==> src/rtl/serial_adder_pkg.sv <==
// Shared types and helpers for the nibble-serial add sequencer.
package serial_adder_pkg;

  localparam int unsigned NIBBLE_W = 4;

  typedef enum logic [1:0] {
    IDLE = 2'd0,
    RUN  = 2'd1,
    DONE = 2'd2
  } state_t;

  // Nibble counter width: clog2 of the nibble count, never below one bit.
  function automatic int unsigned cnt_w(input int unsigned nibbles);
    return (nibbles > 1) ? $clog2(nibbles) : 1;
  endfunction

endpackage

==> src/rtl/nibble_serial_adder_csa4.sv <==
// 4-bit carry-select adder: 2-bit ripple low half, precomputed high half for both carries.
module csa4 (
  input  logic [3:0] a,
  input  logic [3:0] b,
  input  logic       ci,
  output logic [3:0] s,
  output logic       co
);

  logic [2:0] lo;
  logic [2:0] hi0;
  logic [2:0] hi1;

  assign lo  = {1'b0, a[1:0]} + {1'b0, b[1:0]} + {2'b00, ci};
  assign hi0 = {1'b0, a[3:2]} + {1'b0, b[3:2]};
  assign hi1 = hi0 + 3'd1;

  // Low-half carry picks which precomputed upper half is used.
  assign s  = {(lo[2] ? hi1[1:0] : hi0[1:0]), lo[1:0]};
  assign co = lo[2] ? hi1[2] : hi0[2];

endmodule

==> src/rtl/nibble_serial_adder.sv <==
// Multi-precision add sequencer feeding one csa4 a nibble per cycle, LSB first.
// Optional SERIAL_ADDER_SUB_EN adds a 'sub' port selecting A-B instead of A+B+cin.
module nibble_serial_adder
  import serial_adder_pkg::*;
#(
  parameter  int unsigned NIBBLES = 4,
  localparam int unsigned WIDTH   = NIBBLE_W * NIBBLES
) (
  input  logic             clk,
  input  logic             rst_n,
  input  logic             in_valid,
  output logic             in_ready,
  input  logic [WIDTH-1:0] op_a,
  input  logic [WIDTH-1:0] op_b,
  input  logic             cin,
`ifdef SERIAL_ADDER_SUB_EN
  input  logic             sub,
`endif
  output logic             out_valid,
  input  logic             out_ready,
  output logic [WIDTH-1:0] sum,
  output logic             cout
);

  localparam int unsigned   CW   = cnt_w(NIBBLES);
  localparam logic [CW-1:0] LAST = CW'(NIBBLES - 1);

  state_t state, state_nxt;

  logic [WIDTH-1:0]    a_q;
  logic [WIDTH-1:0]    b_q;
  logic [WIDTH-1:0]    sum_q;
  logic [CW-1:0]       cnt_q;
  logic                carry_q;
  logic                cout_q;
  logic                out_valid_q;
  logic                in_ready_q;
  logic                carry_init_c;

  logic                accept_c;
  logic                step_c;
  logic                last_c;

  logic [NIBBLE_W-1:0] nib_a_c;
  logic [NIBBLE_W-1:0] nib_b_raw_c;
  logic [NIBBLE_W-1:0] nib_b_c;
  logic [NIBBLE_W-1:0] nib_s_c;
  logic                nib_co_c;

  // State register
  always_ff @(posedge clk or negedge rst_n) begin
    if (!rst_n) state <= IDLE;
    else        state <= state_nxt;
  end

  // Next-state and datapath strobes
  always_comb begin
    state_nxt = state;
    accept_c  = 1'b0;
    step_c    = 1'b0;
    last_c    = 1'b0;
    case (state)
      IDLE: begin
        if (in_valid && in_ready_q) begin
          accept_c  = 1'b1;
          state_nxt = RUN;
        end
      end
      RUN: begin
        step_c = 1'b1;
        if (cnt_q == LAST) begin
          last_c    = 1'b1;
          state_nxt = DONE;
        end
      end
      DONE: begin
        // A new request in this cycle is deliberately left for IDLE.
        if (out_ready) state_nxt = IDLE;
      end
      default: state_nxt = IDLE;
    endcase
  end

`ifdef SERIAL_ADDER_SUB_EN
  logic sub_q;

  always_ff @(posedge clk or negedge rst_n) begin
    if (!rst_n)        sub_q <= 1'b0;
    else if (accept_c) sub_q <= sub;
  end

  // Subtraction is A + ~B + 1, so cin is ignored when sub is set.
  assign carry_init_c = sub ? 1'b1 : cin;
  assign nib_b_c      = nib_b_raw_c ^ {NIBBLE_W{sub_q}};
`else
  assign carry_init_c = cin;
  assign nib_b_c      = nib_b_raw_c;
`endif

  // Select the operand nibbles addressed by the counter
  always_comb begin
    nib_a_c     = '0;
    nib_b_raw_c = '0;
    for (int i = 0; i < int'(NIBBLES); i++) begin
      if (cnt_q == CW'(i)) begin
        nib_a_c     = a_q[i*NIBBLE_W +: NIBBLE_W];
        nib_b_raw_c = b_q[i*NIBBLE_W +: NIBBLE_W];
      end
    end
  end

  csa4 u_csa4 (
    .a  (nib_a_c),
    .b  (nib_b_c),
    .ci (carry_q),
    .s  (nib_s_c),
    .co (nib_co_c)
  );

  // Operand capture, nibble counter and chained carry
  always_ff @(posedge clk or negedge rst_n) begin
    if (!rst_n) begin
      a_q     <= '0;
      b_q     <= '0;
      cnt_q   <= '0;
      carry_q <= 1'b0;
    end else if (accept_c) begin
      a_q     <= op_a;
      b_q     <= op_b;
      cnt_q   <= '0;
      carry_q <= carry_init_c;
    end else if (step_c) begin
      cnt_q   <= last_c ? '0 : cnt_q + CW'(1);
      carry_q <= nib_co_c;
    end
  end

  // Result assembly; held untouched through DONE
  always_ff @(posedge clk or negedge rst_n) begin
    if (!rst_n) begin
      sum_q  <= '0;
      cout_q <= 1'b0;
    end else if (step_c) begin
      for (int i = 0; i < int'(NIBBLES); i++) begin
        if (cnt_q == CW'(i)) sum_q[i*NIBBLE_W +: NIBBLE_W] <= nib_s_c;
      end
      if (last_c) cout_q <= nib_co_c;
    end
  end

  // Handshake flags track the state being entered
  always_ff @(posedge clk or negedge rst_n) begin
    if (!rst_n) begin
      in_ready_q  <= 1'b1;
      out_valid_q <= 1'b0;
    end else begin
      in_ready_q  <= (state_nxt == IDLE);
      out_valid_q <= (state_nxt == DONE);
    end
  end

  assign in_ready  = in_ready_q;
  assign out_valid = out_valid_q;
  assign sum       = sum_q;
  assign cout      = cout_q;

endmodule

==> config.mk <==
export PLATFORM = sky130hd
export DESIGN_NAME = nibble_serial_adder
export DESIGN_NICKNAME = d
export VERILOG_FILES = /design/src/rtl/serial_adder_pkg.sv /design/src/rtl/nibble_serial_adder_csa4.sv /design/src/rtl/nibble_serial_adder.sv
export SDC_FILE = /design/constraint.sdc
export NUM_CORES = 1
export LEC_CHECK = 0
export CAP_MARGIN = 30
export CORE_ASPECT_RATIO = 2
export CORE_UTILIZATION = 51
export CTS_BUF_LIST = sky130_fd_sc_hd__clkbuf_16
export DETAILED_ROUTE_END_ITERATION = 8
export GPL_ROUTABILITY_DRIVEN = 0
export PLACE_DENSITY_LB_ADDON = 0.1
export SYNTH_ARGS = -nofsm -noshare
export SYNTH_HDL_FRONTEND = slang
export SYNTH_SLANG_ARGS = --single-unit
==> constraint.sdc <==
create_clock -name clk -period 3.3 [get_ports clk]
set_input_delay 0.495 -clock clk [delete_from_list [all_inputs] [get_ports clk]]
set_output_delay 0.495 -clock clk [all_outputs]
set_load 0.01 [all_outputs]
### Yosys cells after proc, flatten, opt, wreduce, memory -nomap -nowiden

Cells that the tools add are included.

| word-level totals | value |
|---|---|
| input port bits | 37 |
| word-level logic and storage cells | 57 |
| flip-flop bits (word level) | 56 |
| output and inout port bits | 19 |

| cells by class | value |
|---|---|
| reduce and logical (&&, ||, !) cells | 10 |
| muxes and demuxes | 24 |
| equality and inequality tests | 6 |
| $add $sub $neg | 5 |

Operators by type and width:

| cell | count |
|---|---|
| $mux 4 | 8 |
| $mux 2 | 7 |
| $reduce_and 2->1 | 5 |
| $eq 2x2->1 const B | 4 |
| $mux 1 | 8 |
| $add 2x2->3 | 2 |
| $logic_not 2->1 | 3 |
| $pmux 2 s3 | 1 |
| $eq 2x1->1 const B | 2 |
| $add 3x1->3 | 1 |
| $add 3x1->3 const B | 1 |
| $add 2x1->2 const B | 1 |
| $reduce_bool 2->1 | 1 |
| $logic_and 1x1->1 | 1 |

### Longest topological paths before layout

| depth | value |
|---|---|
| word-level depth | 10 |
| mapped depth | 11 |
| gate-level depth less buffers | 11 |

### By module

Synthesis repeated with hierarchy kept, for this count alone.

| second synthesis, totals | value |
|---|---|
| cell total of the unflattened synthesis | 194 |
| area total of the unflattened synthesis | 2563.7 µm² |

By module, submodules not included:

| module | area an instance (µm²) | cells each | instances | seq. area each (µm²) |
|---|---|---|---|---|
| nibble_serial_adder | 2412.3 | 175 | 1 | 1402.6 |
| csa4 | 151.4 | 19 | 1 | 0.0 |

### Worst setup path before layout

No wires, ideal clock.

| timing | value |
|---|---|
| kind | reg2reg |
| from | register cnt_q[0] |
| to | register sum_q[11] (netlist: sum[11]) |
| period minus slack after synthesis | 2643 ps |
| data required time | 3168 ps |
| cell stages (with the launch flop) | 11 |
| setup time | 132 ps |
| path buffers | 1 |
| data arrival time | 2511 ps |
| path slack | 657 ps |
| cell sequence | dfrtp_1 > inv_1 > ha_1 > clkbuf_1 > a221oi_1 > o31ai_1 > ha_1 > fa_1 > ha_1 > mux2i_1 > o21ai_0 |

| on the way | value |
|---|---|
| longest elaborated chain between the ends | 8 |
| elaborated cells between the ends (all ways) | 18 |
| those cells by class | 4 x add/sub; 3 x eq/ne; 9 x mux; 2 x reduce/logical |

Ends and longest elaborated chain:

| item | RTL line | source |
|---|---|---|
| start, declared | nibble_serial_adder.sv:33 | `logic [CW-1:0] cnt_q;` |
| start signal, assigned | nibble_serial_adder.sv:133 | `cnt_q <= last_c ? '0 : cnt_q + CW'(1);` |
| $logic_not 2->1 | nibble_serial_adder.sv:105 | `if (cnt_q == CW'(i)) begin` |
| $mux 4 (4 in a row) | nibble_serial_adder.sv:105 |  |
| $add 2x2->3 (on tied branches) | nibble_serial_adder_csa4.sv:15, nibble_serial_adder_csa4.sv:14 |  |
| $add 3x1->3 (on tied branches) | nibble_serial_adder_csa4.sv:16, nibble_serial_adder_csa4.sv:14 |  |
| $mux 2 | nibble_serial_adder_csa4.sv:19 | `assign s = {(lo[2] ? hi1[1:0] : hi0[1:0]), lo[1:0]};` |
| end signal, assigned by index | nibble_serial_adder.sv:145 | `if (cnt_q == CW'(i)) sum_q[i*NIBBLE_W +: NIBBLE_W] <= nib_s_c;` |
| end, declared | nibble_serial_adder.sv:32 | `logic [WIDTH-1:0] sum_q;` |

Parallel ways exist; a longest one is shown, timed or not.
A chain may end at the register's enable or synchronous reset.

### Worst setup path in the final report

| timing | value |
|---|---|
| from | register cnt_q[1] |
| to | register sum_q[11] (netlist: sum[11]) |

The elaborated chain is that of the path after synthesis.

==> impl_metrics.tcl <==
set metrics [dict create \
    grtUsageMet3_pct 3.202 \
    syn_area_per_cell_um2 13.42 \
    mappedNetlistArea_mm2 0.002684 \
    swShare_pct 34.95 \
    synthArstFlopShare_pct 100.0 \
    leakage_nw 1.484 \
    clkPwrFrac_pct 16.0 \
    io_buffers 55 \
    grt_use_total_pct 20.48 \
    fp-row-count 37 \
    drc_errors 0 \
    yosysSeqAreaShare_pct 52.26 \
    start_util_pct 52.70 \
    grt_use_met2_pct 34.91 \
    switchingPower_mw 1.295 \
    p_per_area_mw_per_mm2 1093 \
    synth_cell_types 32 \
    timing.fmax_mhz 337.4 \
    routedWlPerCell_um 15.74 \
    vias 1732 \
    crit_path_start_kind "flip-flop" \
    antenna_cells 0 \
    viasPerCell 5.516 \
    rsz0062_at_grt "false" \
    synth_cells 200 \
    post_cts_buffers 0 \
    wirelength_mm 4.941 \
    met1_usage_pct 25.78 \
    cts_sinks 56 \
    grt_pass1_wl_mm 8.383 \
    detail_route.iter0.violations 25 \
    drive_above_1_share_pct 20.31 \
    path_max_fanout 5 \
    synth_ff_type "dfrtp_1" \
    cp-end-kind "flip-flop" \
    clk_path_buf_depth 2 \
    mostFrequentLayoutCell "dfrtp_1" \
    p_int_mw 2.409 \
    tns_ns 0 \
    grt_overflow 0 \
    ir_worst_vdd_mv 0.7742 \
    numCtsBuffers 5 \
    grt_max_degree 42 \
    syn_to_final_growth_pct 26.25 \
    drv_slew 0 \
    criticalPathCategory "reg2reg" \
    setup_violations 0 \
    fill_cells 388 \
    maxCapViolCount 0 \
    finalCriticalPeriod_ns 2.964 \
    worstPathRequired_ns 3.46 \
    power.share.combinational_pct 50.2 \
    final_nets 301 \
    synth_edf_count 0 \
    clk_pin_slew_ns 0.07 \
    top_usage_layer "met2" \
    root_buffer "clkbuf_16" \
    timing.slew.headroom_pct 58.57 \
    grt_pass1_vias 1764 \
    hold_class "in2async" \
    ys.warnings.count 0 \
    finClkSkew_ns 0.004334 \
    cts_hold_buf 0 \
    cts_tree "done" \
    arrival_ns 3.13 \
    fp.dieH_um 104.6 \
    clk_latency_ns 0.29 \
    mostFrequentLayoutCells "dfrtp_1 (55), clkdlybuf4s50_1 (54), mux2_4 (28)" \
    coreArea_mm2 0.005092 \
    seq_power_share_pct 33.8 \
    fp.dieW_um 53.30 \
    tightest_slew_ns 0.6214 \
    h-tree-depth 2 \
    post-route-period-util_pct 89.81 \
    hold_viol 0 \
    final_util_pct 66.54 \
    hpwl_mm 3.661 \
    ys_ff_latch 56 \
    dr.pass1.iters 4 \
    antenna_found_initial 0 \
    status "finished clean" \
    pin_count 56 \
    ant_nets 0 \
    die_area_mm2 0.005574 \
    synth_nets 246 \
    cts_resized 0 \
]
## per-layer routing
layer	vias to the layer above	part of all wire, %
li1	820	-
met4	0	1.3
met3	6	2.4
met5	-	0
met1	862	42
met2	44	54
## synth_stat cells (3+ instances only)
cell | number | area (µm²)
a21oi_1 | 6 | 30.03
a221oi_1 | 5 | 43.79
a22o_1 | 3 | 26.28
buf_12 | 3 | 60.06
dfrtp_1 | 55 | 1376
fa_1 | 3 | 60.06
ha_1 | 6 | 75.07
inv_1 | 6 | 22.52
mux2_2 | 9 | 101.4
mux2_4 | 28 | 420.4
nand2_1 | 23 | 86.33
nand2b_1 | 3 | 18.77
nand3b_1 | 5 | 37.54
nor2b_1 | 6 | 37.54
o21ai_0 | 15 | 75.07
o31ai_1 | 6 | 45.04
## final timing paths
| check | start | end | slack [ns] | cells past startpoint |
|---|---|---|---|---|
| setup / recovery | cnt_q[1] | sum[11] | 0.34 | 10 |
| max in group asynchronous | rst_n | a_q[14] | 2.30 | 2 |
| setup reg to reg | cnt_q[1] | sum[11] | 0.34 | 10 |
| hold / removal | rst_n | sum[12] | 0.18 | 1 |
| hold reg to reg | sum[14] | sum[14] | 0.48 | 2 |
| min in group clk | sum[14] | sum[14] | 0.48 | 2 |
## registers in the layout (all words and copies together) (netlist names)
| signal | flops |
|---|---|
| a_q | 16 |
| b_q | 16 |
| carry_q | 1 |
| cnt_q | 2 |
| cout | 1 |
| in_ready | 1 |
| out_valid | 1 |
| state | 2 |
| sum | 16 |
## per-stage QoR
stage	setup slack, ns	cells	hold slack, ns	cell area (µm²)	total power [mW]
CTS	0.2012	314	0.2083	3386	3.746
detailed placement	0.2188	306	0.4736	3218	3.131
finish	0.3364	314	0.1826	3388	3.704
global route	0.1114	314	0.2288	3388	3.987
global placement	0.4064	306	0.4598	3218	3.073
floorplan	0.6572	200	0.1994	2684	2.584
## power by group through the flow
stage | Combinational (mW) | Clock [mW] | Sequential, mW
after detailed placement | 1.86 | 0 | 1.27
after CTS | 1.89 | 0.604 | 1.26
final | 1.86 | 0.592 | 1.25
after global routing | 2.06 | 0.632 | 1.29
after global placement | 1.81 | 0 | 1.26
after floorplan | 1.34 | 0 | 1.24
## critical path, cell delays in order, from the launching register on
cell	delay [ns]
dfrtp_1	0.43
inv_1	0.11
ha_1	0.24
nor2b_2	0.30
a221oi_1	0.12
o31ai_1	0.28
ha_1	0.20
fa_1	0.44
ha_1	0.31
mux2i_1	0.28
o21ai_0	0.14
## area by class of cell
| class | instances | area, µm² | share of cell area, % |
|---|---|---|---|
| clock buffer | 5 | 125.1 | 3.693 |
| clock inverter | 3 | 42.54 | 1.256 |
| inverter | 6 | 22.52 | 0.6647 |
| multi-input combinational | 128 | 1155 | 34.08 |
| sequential | 56 | 1403 | 41.40 |
| tap | 58 | 72.57 | 2.142 |
| timing repair buffer | 58 | 568.0 | 16.77 |
## cell families after synthesis
family / after synthesis / synth area share, %
flip-flops: 56 / 52.26
AND/OR/NAND/NOR: 41 / 8.345
AO/OA/AOI/OAI: 38 / 9.091
multiplexers: 38 / 19.81
buffers and inverters: 16 / 4.802
adder cells (fa/ha/maj): 9 / 5.035
XOR/XNOR: 2 / 0.6528
Note: power is estimated with default switching activity, not from simulation.
